[src/rtl/regfile_wb_pkg.sv]
// rtl/regfile_wb_pkg.sv - shared cpu constants for the register file write-back path
package regfile_wb_pkg;

    localparam int         DW         = 32;
    localparam int         AW         = 5;

    localparam logic       WB_SEL_ALU = 1'b0;
    localparam logic       WB_SEL_MEM = 1'b1;

    localparam logic [4:0] REG_ZERO   = 5'd0;

endpackage

[src/rtl/regfile_wb_stage.sv]
// rtl/regfile_wb_stage.sv - one-entry write-back staging register with commit and done pulse
module regfile_wb_stage #(
    parameter int DW = regfile_wb_pkg::DW,
    parameter int AW = regfile_wb_pkg::AW
) (
    input  logic          i_clk,
    input  logic          i_rst_n,
    input  logic          i_wb_en,
    input  logic          i_wb_sel,
    input  logic [AW-1:0] i_wa,
    input  logic [DW-1:0] i_aluout,
    input  logic [DW-1:0] i_mdr,
    output logic          o_stage_valid,
    output logic [AW-1:0] o_stage_addr,
    output logic [DW-1:0] o_stage_data,
    output logic          o_commit,
    output logic          o_wb_done
);
    import regfile_wb_pkg::*;

    logic          r_valid;
    logic [AW-1:0] r_addr;
    logic [DW-1:0] r_data;
    logic          r_done;
    logic [DW-1:0] w_src;

    assign w_src = (i_wb_sel == WB_SEL_MEM) ? i_mdr : i_aluout;

    // Stage the new request while the previous one commits on the same edge;
    // address/data hold when idle, and wb_done also pulses for r0 writes.
    always_ff @(posedge i_clk or negedge i_rst_n) begin
        if (!i_rst_n) begin
            r_valid <= 1'b0;
            r_addr  <= '0;
            r_data  <= '0;
            r_done  <= 1'b0;
        end else begin
            r_valid <= i_wb_en;
            r_done  <= r_valid;
            if (i_wb_en) begin
                r_addr <= i_wa;
                r_data <= w_src;
            end
        end
    end

    // r0 is hardwired to zero, so a staged write to it is dropped at commit
    assign o_commit      = r_valid && (r_addr != AW'(REG_ZERO));
    assign o_stage_valid = r_valid;
    assign o_stage_addr  = r_addr;
    assign o_stage_data  = r_data;
    assign o_wb_done     = r_done;

endmodule

[src/rtl/regfile_wb.sv]
// rtl/regfile_wb.sv - register file with staged write-back and bypassed dual read ports
module regfile_wb #(
    parameter int DW   = regfile_wb_pkg::DW,
    parameter int AW   = regfile_wb_pkg::AW,
    parameter int NREG = 32
) (
    input  logic          CLK,
    input  logic          reset,
    input  logic          wb_en,
    input  logic          wb_sel,
    input  logic [AW-1:0] WA,
    input  logic [DW-1:0] ALUOut,
    input  logic [DW-1:0] MDR,
    input  logic [AW-1:0] RA1,
    input  logic [AW-1:0] RA2,
    output logic [DW-1:0] RD1,
    output logic [DW-1:0] RD2,
    output logic          wb_pending,
    output logic          wb_done
);
    import regfile_wb_pkg::*;

    logic [DW-1:0] r_regs [NREG];

    logic          w_stage_valid;
    logic [AW-1:0] w_stage_addr;
    logic [DW-1:0] w_stage_data;
    logic          w_commit;

    regfile_wb_stage #(
        .DW (DW),
        .AW (AW)
    ) u_stage (
        .i_clk         (CLK),
        .i_rst_n       (reset),
        .i_wb_en       (wb_en),
        .i_wb_sel      (wb_sel),
        .i_wa          (WA),
        .i_aluout      (ALUOut),
        .i_mdr         (MDR),
        .o_stage_valid (w_stage_valid),
        .o_stage_addr  (w_stage_addr),
        .o_stage_data  (w_stage_data),
        .o_commit      (w_commit),
        .o_wb_done     (wb_done)
    );

    // Architectural array: fully cleared on reset so reads are never X,
    // written only by a committing staged entry (never r0)
    always_ff @(posedge CLK or negedge reset) begin
        if (!reset) begin
            for (int i = 0; i < NREG; i++) begin
                r_regs[i] <= '0;
            end
        end else if (w_commit) begin
            r_regs[w_stage_addr] <= w_stage_data;
        end
    end

    // Read ports: r0 is zero, then the staged entry overrides the array so a
    // read never sees data older than the most recent accepted write
    assign RD1 = (RA1 == AW'(REG_ZERO))                     ? '0 :
                 (w_stage_valid && (w_stage_addr == RA1))   ? w_stage_data :
                                                              r_regs[RA1];

    assign RD2 = (RA2 == AW'(REG_ZERO))                     ? '0 :
                 (w_stage_valid && (w_stage_addr == RA2))   ? w_stage_data :
                                                              r_regs[RA2];

    assign wb_pending = w_stage_valid;

endmodule

[config.mk]
export PLATFORM = sky130hd
export DESIGN_NAME = regfile_wb
export DESIGN_NICKNAME = d
export VERILOG_FILES = /design/src/rtl/regfile_wb_pkg.sv /design/src/rtl/regfile_wb_stage.sv /design/src/rtl/regfile_wb.sv
export SDC_FILE = /design/constraint.sdc
export NUM_CORES = 2
export LEC_CHECK = 0
export CORE_UTILIZATION = 36
export CTS_CLUSTER_DIAMETER = 200
export DETAILED_ROUTE_END_ITERATION = 10
export SLEW_MARGIN = 20
export SYNTH_ARGS = -nofsm -noshare
export SYNTH_HDL_FRONTEND = slang
export SYNTH_SLANG_ARGS = --single-unit
[constraint.sdc]
create_clock -name CLK -period 2.7 [get_ports CLK]
set_input_delay 0.27 -clock CLK [delete_from_list [all_inputs] [get_ports CLK]]
set_output_delay 0.27 -clock CLK [all_outputs]
set_load 0.02 [all_outputs]
## Word level (Yosys, flattened, before mapping)

Cells that the tools add are included.

| cells by class | value |
|---|---|
| div/mod/pow operators | 0 |
| equal/unequal tests | 2 |
| order comparisons | 4 |
| bitwise operators | 3 |
| reduce and logical (&&, ||, !) cells | 7 |
| $add $sub $neg | 0 |
| shift operators | 0 |
| muxes and demuxes | 14 |
| $mul | 0 |

Operators with widths:

| kind | number |
|---|---|
| 1024-bit bitwise mux | 1 |
| 32-bit binary-select mux with 5-bit select | 2 |
| 32-bit two-way mux | 10 |
| 32-bit demux with 5-bit select | 1 |
| 6-bit greater-or-equal comparator, second input constant | 3 |
| 5-bit NOT with 6-bit output | 3 |
| 5-bit == test | 2 |
| 5-bit logical NOT | 2 |
| 6-bit by 1-bit < comparator with 1-bit output, second input constant | 1 |
| 5-bit nonzero test | 1 |
| 1-bit logical AND | 4 |

| storage, ports and cells | value |
|---|---|
| bits in registers | 1,063 |
| latch bits | 0 |
| bits of input ports | 83 |
| RAM bits | 0 |
| memories | 0 |
| output and inout port bits | 66 |
| ROM bits | 0 |
| logic and storage cells | 66 |

## Logic depth before layout (Yosys ltp)

| logic depth | value |
|---|---|
| depth after elaboration | 6 |
| gate-level depth with buffers | 9 |
| depth with buffers taken out | 5 |

## By module

Synthesis repeated with hierarchy kept, for this count alone.

| second synthesis, totals | value |
|---|---|
| cells, all modules | 3,965 |
| area, all modules | 57,009.7 µm² |

Modules (own cells, without submodules):

| module | times used | area an instance (µm²) | seq. area each (µm²) | cells an instance |
|---|---|---|---|---|
| regfile_wb | 1 | 55,298.0 | 25,624.6 | 3,811 |
| regfile_wb_stage | 1 | 1,711.6 | 975.9 | 154 |

## Worst setup path after synthesis

No wires, ideal clock.

| timing | value |
|---|---|
| path type | flip-flop to output port |
| start point | register u_stage.r_addr[1], in the netlist u_stage.o_stage_addr[1] |
| end point | output port RD2[14] |
| slack | 0.579 ns |
| data arrival time | 1.851 ns |
| cell stages (with the launch flop) | 8 |
| required time | 2.430 ns |
| buffers on the path | 2 |
| cells stage by stage | dfrtp_1 -> buf_2 -> xor2_1 -> nor4_1 -> and3_1 -> clkbuf_1 -> a31oi_1 -> a31oi_1 |

| on the way | value |
|---|---|
| longest elaborated chain between the ends | 4 |

Ends and longest elaborated chain:

| element | RTL line | text |
|---|---|---|
| start: declaration | regfile_wb_stage.sv:22 | `logic [AW-1:0] r_addr;` |
| start signal: assignment | regfile_wb_stage.sv:41 | `r_addr <= i_wa;` |
| 5-bit == test | regfile_wb.sv:67 | `(w_stage_valid && (w_stage_addr == RA2)) ? w_stage_data :` |
| 1-bit logical AND | regfile_wb.sv:67 |  |
| 32-bit two-way mux | regfile_wb.sv:67 |  |
| 32-bit two-way mux | regfile_wb.sv:66 | `assign RD2 = (RA2 == AW'(REG_ZERO)) ? '0 :` |
| end: declaration | regfile_wb.sv:17 | `output logic [DW-1:0] RD2,` |

No other way between the ends.

## Worst setup path in the final report

| timing | value |
|---|---|
| start point | register u_stage.r_addr[1], in the netlist u_stage.o_stage_addr[1] |
| end point | output port RD1[12] |

| on the way | value |
|---|---|
| longest elaborated chain between the ends | 4 |

Ends and longest elaborated chain:

| element | RTL line | text |
|---|---|---|
| 5-bit == test | regfile_wb.sv:63 | `(w_stage_valid && (w_stage_addr == RA1)) ? w_stage_data :` |
| 1-bit logical AND | regfile_wb.sv:63 |  |
| 32-bit two-way mux | regfile_wb.sv:63 |  |
| 32-bit two-way mux | regfile_wb.sv:62 | `assign RD1 = (RA1 == AW'(REG_ZERO)) ? '0 :` |
| end: declaration | regfile_wb.sv:16 | `output logic [DW-1:0] RD1,` |

No other way between the ends.

==> metrics.md <==
| Metric | Value |
|---|---|
| Status | finished, violations left |
| Failing checks | negative setup slack |
| Cell with the most instances after synthesis | dfrtp_1 |
| Initial Util | 0.363 |
| Area leader, netlist | dfrtp_1 |
| CTS Buf Count | 116 |
| Multi-input logic area | 28900 µm² |
| Initial antenna violation count | 5 |
| Yosys reg bits | 1063 |
| Final Hold Viols | 0 |
| Post-DP HPWL | 134 mm |
| Leak | 29.9 nW |
| Post-route cell area | 69100 µm² |
| Fill cell count | 13922 |
| Layout cells sized above 1 | 0.513 |
| Core region area | 157000 µm² |
| # IOs | 149 |
| Synth cell count leaders | dfrtp_1, mux2_2, mux2i_1, mux4_2, clkbuf_1 |
| Cell variety after synth | 55 |
| Req. time, crit path | 2.43 ns |
| Async SR Flop Fraction | 1.00 |
| Crit path from | u_stage.o_stage_addr[1] |
| Synth area leaders | dfrtp_1, mux2_2, mux4_2 |
| Num Clock Sinks | 1063 |
| Max clock buf depth | 3 |
| Reg2Reg Depth | 6 |
| Die W | 400 µm |
| Placed insts | 6219 |
| Vias per cell | 6.15 |
| Syn avg cell area | 14.2 µm² |
| Setup crit end kind | output pin |
| Post-Layout Cell Count | 6454 |
| Seq/Total Area, Yosys | 0.467 |
| Largest net degree at the start of global routing | 99 |
| Top_reg_cell synth | dfrtp_1 |
| Yosys top cell area share | 0.467 |
| Site Rows | 145 |
| Arrival @ worst endpoint | 2.82 ns |
| Synth warn | 0 |
| Final WS setup | -0.387 ns |
| Routed Antenna Nets | 0 |
| CP endpoint | RD1[12] |
| Global-route wire length before repair | 299 mm |
| Syn-to-layout area delta | 21.4% |
| Slew HR | 0.289 |
| Routed WL per cell | 32.2 µm |
| Final design utilization | 0.441 |
| Final min period | 3.09 ns |
| CTS tree | built |
| Pwr per Cell Area | 865 nW/µm² |
| Vias | 39666 |
| Final setup skew | 0.0248 ns |
| Vias in the first global route | 40139 |
| Maximum Capacitance Violations | 0 |
| Clk slew on worst S/H paths | 0.06 ns |
| Root buffer cell | clkbuf_16 |
| Achievable Freq | 324 MHz |
| Insertion delay to the later sink of the worst-skew pair | 0.76 ns |
| Setup crit start kind | flip-flop |
| Worst Hold Class | input pin to flip-flop |
| EDFF count, synth | 0 |
| Total GRT Usage | 0.259 |
| Antenna Diode Count | 0 |
| Routed wire length | 208 mm |
| Synth Net Count | 4092 |
| Cells after Synth | 4009 |
| Tcrit/Tclk final | 1.14 |
| Final nets | 4387 |
| Final slew viol count | 0 |
| Grt ovf | 0 |
| DRC viols | 0 |
| Reg area | 26600 µm² |
| Worst-path maximum fanout | 9 |
| R2r setup slk | 0.17 ns |
| Syn Std Cell Area | 56900 µm² |
| Final setup viols | 64 |
| Dpl cell area | 63800 µm² |
| Peak VDD IR | 0.545 mV |
| Worst slew pin tran | 1.06 ns |
| H-tree depth | 3 |
| PortBufs | 148 |
| Die Y | 400 µm |
| Final GP Congestion | 0.856 |
| DRT iter0 DRCs | 4195 |
| Worst reg2reg path endpoint | r_regs[774] |
| Die area | 160000 µm² |
| Setup Crit Path Kind | flip-flop to output pin |
| Pre-antenna DRT Iters | 8 |
| Worst reg2reg path startpoint | u_stage.o_stage_addr[4] |
| Unrepaired setup endpoints after global routing | true |
## flip-flops by register name, summed over array words and instances, names as in the netlist
signal,flops
u_stage.o_wb_done,1
u_stage.o_stage_valid,1
u_stage.o_stage_data,32
r_regs,1024
u_stage.o_stage_addr,5
## timing repair
item                       CTS  global route
buffers inserted            18             7
gates resized for setup    371            55
pin swaps                   31            23
cloned                       3             3
hold endpoints to repair   162             0
setup endpoints to repair   64            64
hold buffers                 2             0
## report_power, final
group          leakage [nW]  internal [mW]  total [mW]  switching (mW)
Sequential             13.4           21.7        26.2            4.47
Clock                  1.91           9.55        16.5            6.91
Combinational          14.6           10.4        17.1            6.69
## how the worst min path moves through the flow
stage	cells past startpoint	end	from	slack, ns
4_1_cts	3	u_stage.o_stage_data[15]	ALUOut[15]	0.11
6_report	3	u_stage.o_stage_data[18]	ALUOut[18]	0.14
5_1_grt	3	u_stage.o_stage_data[15]	ALUOut[15]	0.15
2_1_floorplan	0	r_regs[0]	reset	-0.03
3_3_place_gp	1	r_regs[652]	reset	0.32
3_5_place_dp	1	r_regs[652]	reset	0.32
## cell families after synthesis
family / Yosys count / synth area share
AOI/OAI and AO/OA: 488 / 0.0597
buffers and inverters: 459 / 0.0417
and+or+nand+nor: 232 / 0.0190
DFF: 1063 / 0.467
muxes: 1757 / 0.411
xor gates and xnor gates: 10 / 0.00154
## final cells by class
cell class,count,share of cell area
inverters,1,0.0000543
well taps,2058,0.0373
repair buffers,635,0.103
multi-input cells,2487,0.418
flip-flops and latches,1063,0.385
clock buffers,176,0.0501
clock inverters,34,0.00610
## metal layers
metal | vias up | part of all wire | global-route usage | routed length [µm]
li1 | 16007 | - | - | -
met1 | 21443 | 0.42 | 0.354 | 87700
met2 | 1797 | 0.46 | 0.405 | 96700
met3 | 413 | 0.075 | 0.0536 | 15600
met4 | 6 | 0.038 | 0.0980 | 7970
met5 | - | 0.00014 | 0 | 30
## placed cells by master, fill, tap and decap left out, types with 10 or more instances in the layout
| master | count |
|---|---|
| dfrtp_1 | 1063 |
| mux2_2 | 998 |
| mux2i_1 | 391 |
| mux4_2 | 362 |
| buf_4 | 334 |
| buf_12 | 141 |
| clkbuf_16 | 121 |
| a22oi_1 | 107 |
| a21oi_1 | 99 |
| nand2_1 | 81 |
| clkdlybuf4s50_1 | 71 |
| buf_6 | 70 |
| o22ai_1 | 45 |
| nor2_1 | 39 |
| o21ai_0 | 34 |
| o221ai_1 | 34 |
| a211oi_1 | 30 |
| clkbuf_1 | 29 |
| clkbuf_8 | 29 |
| a32o_2 | 25 |
| nor2_4 | 18 |
| clkinv_2 | 16 |
| a221oi_1 | 15 |
| o211ai_1 | 13 |
| nand3_2 | 13 |
| nand3_4 | 12 |
| nand3_1 | 12 |
| nand2_2 | 11 |
| o21ai_1 | 10 |
## worst max-delay path, stage by stage, from the launching register on
cell     delay [ns]
dfrtp_1        0.40
buf_6          0.15
xnor2_2        0.11
nand4_1        0.11
nor3_2         0.17
nor2b_4        0.25
buf_12         0.19
buf_12         0.16
buf_4          0.16
a32o_2         0.20
buf_6          0.14
## metrics by stage
stage	hold slack, ns	total power, mW	setup TNS, ns	setup WS [ns]
2_1_floorplan	-0.0256	37.0	0	0.579
3_3_place_gp	0.317	42.2	-8.64	-0.561
3_5_place_dp	0.317	42.7	-6.99	-0.242
4_1_cts	0.106	59.6	-20.72	-0.469
5_1_grt	0.148	62.3	-21.82	-0.458
6_report	0.143	59.7	-17.12	-0.387
Note: power is estimated with default switching activity, not from simulation.
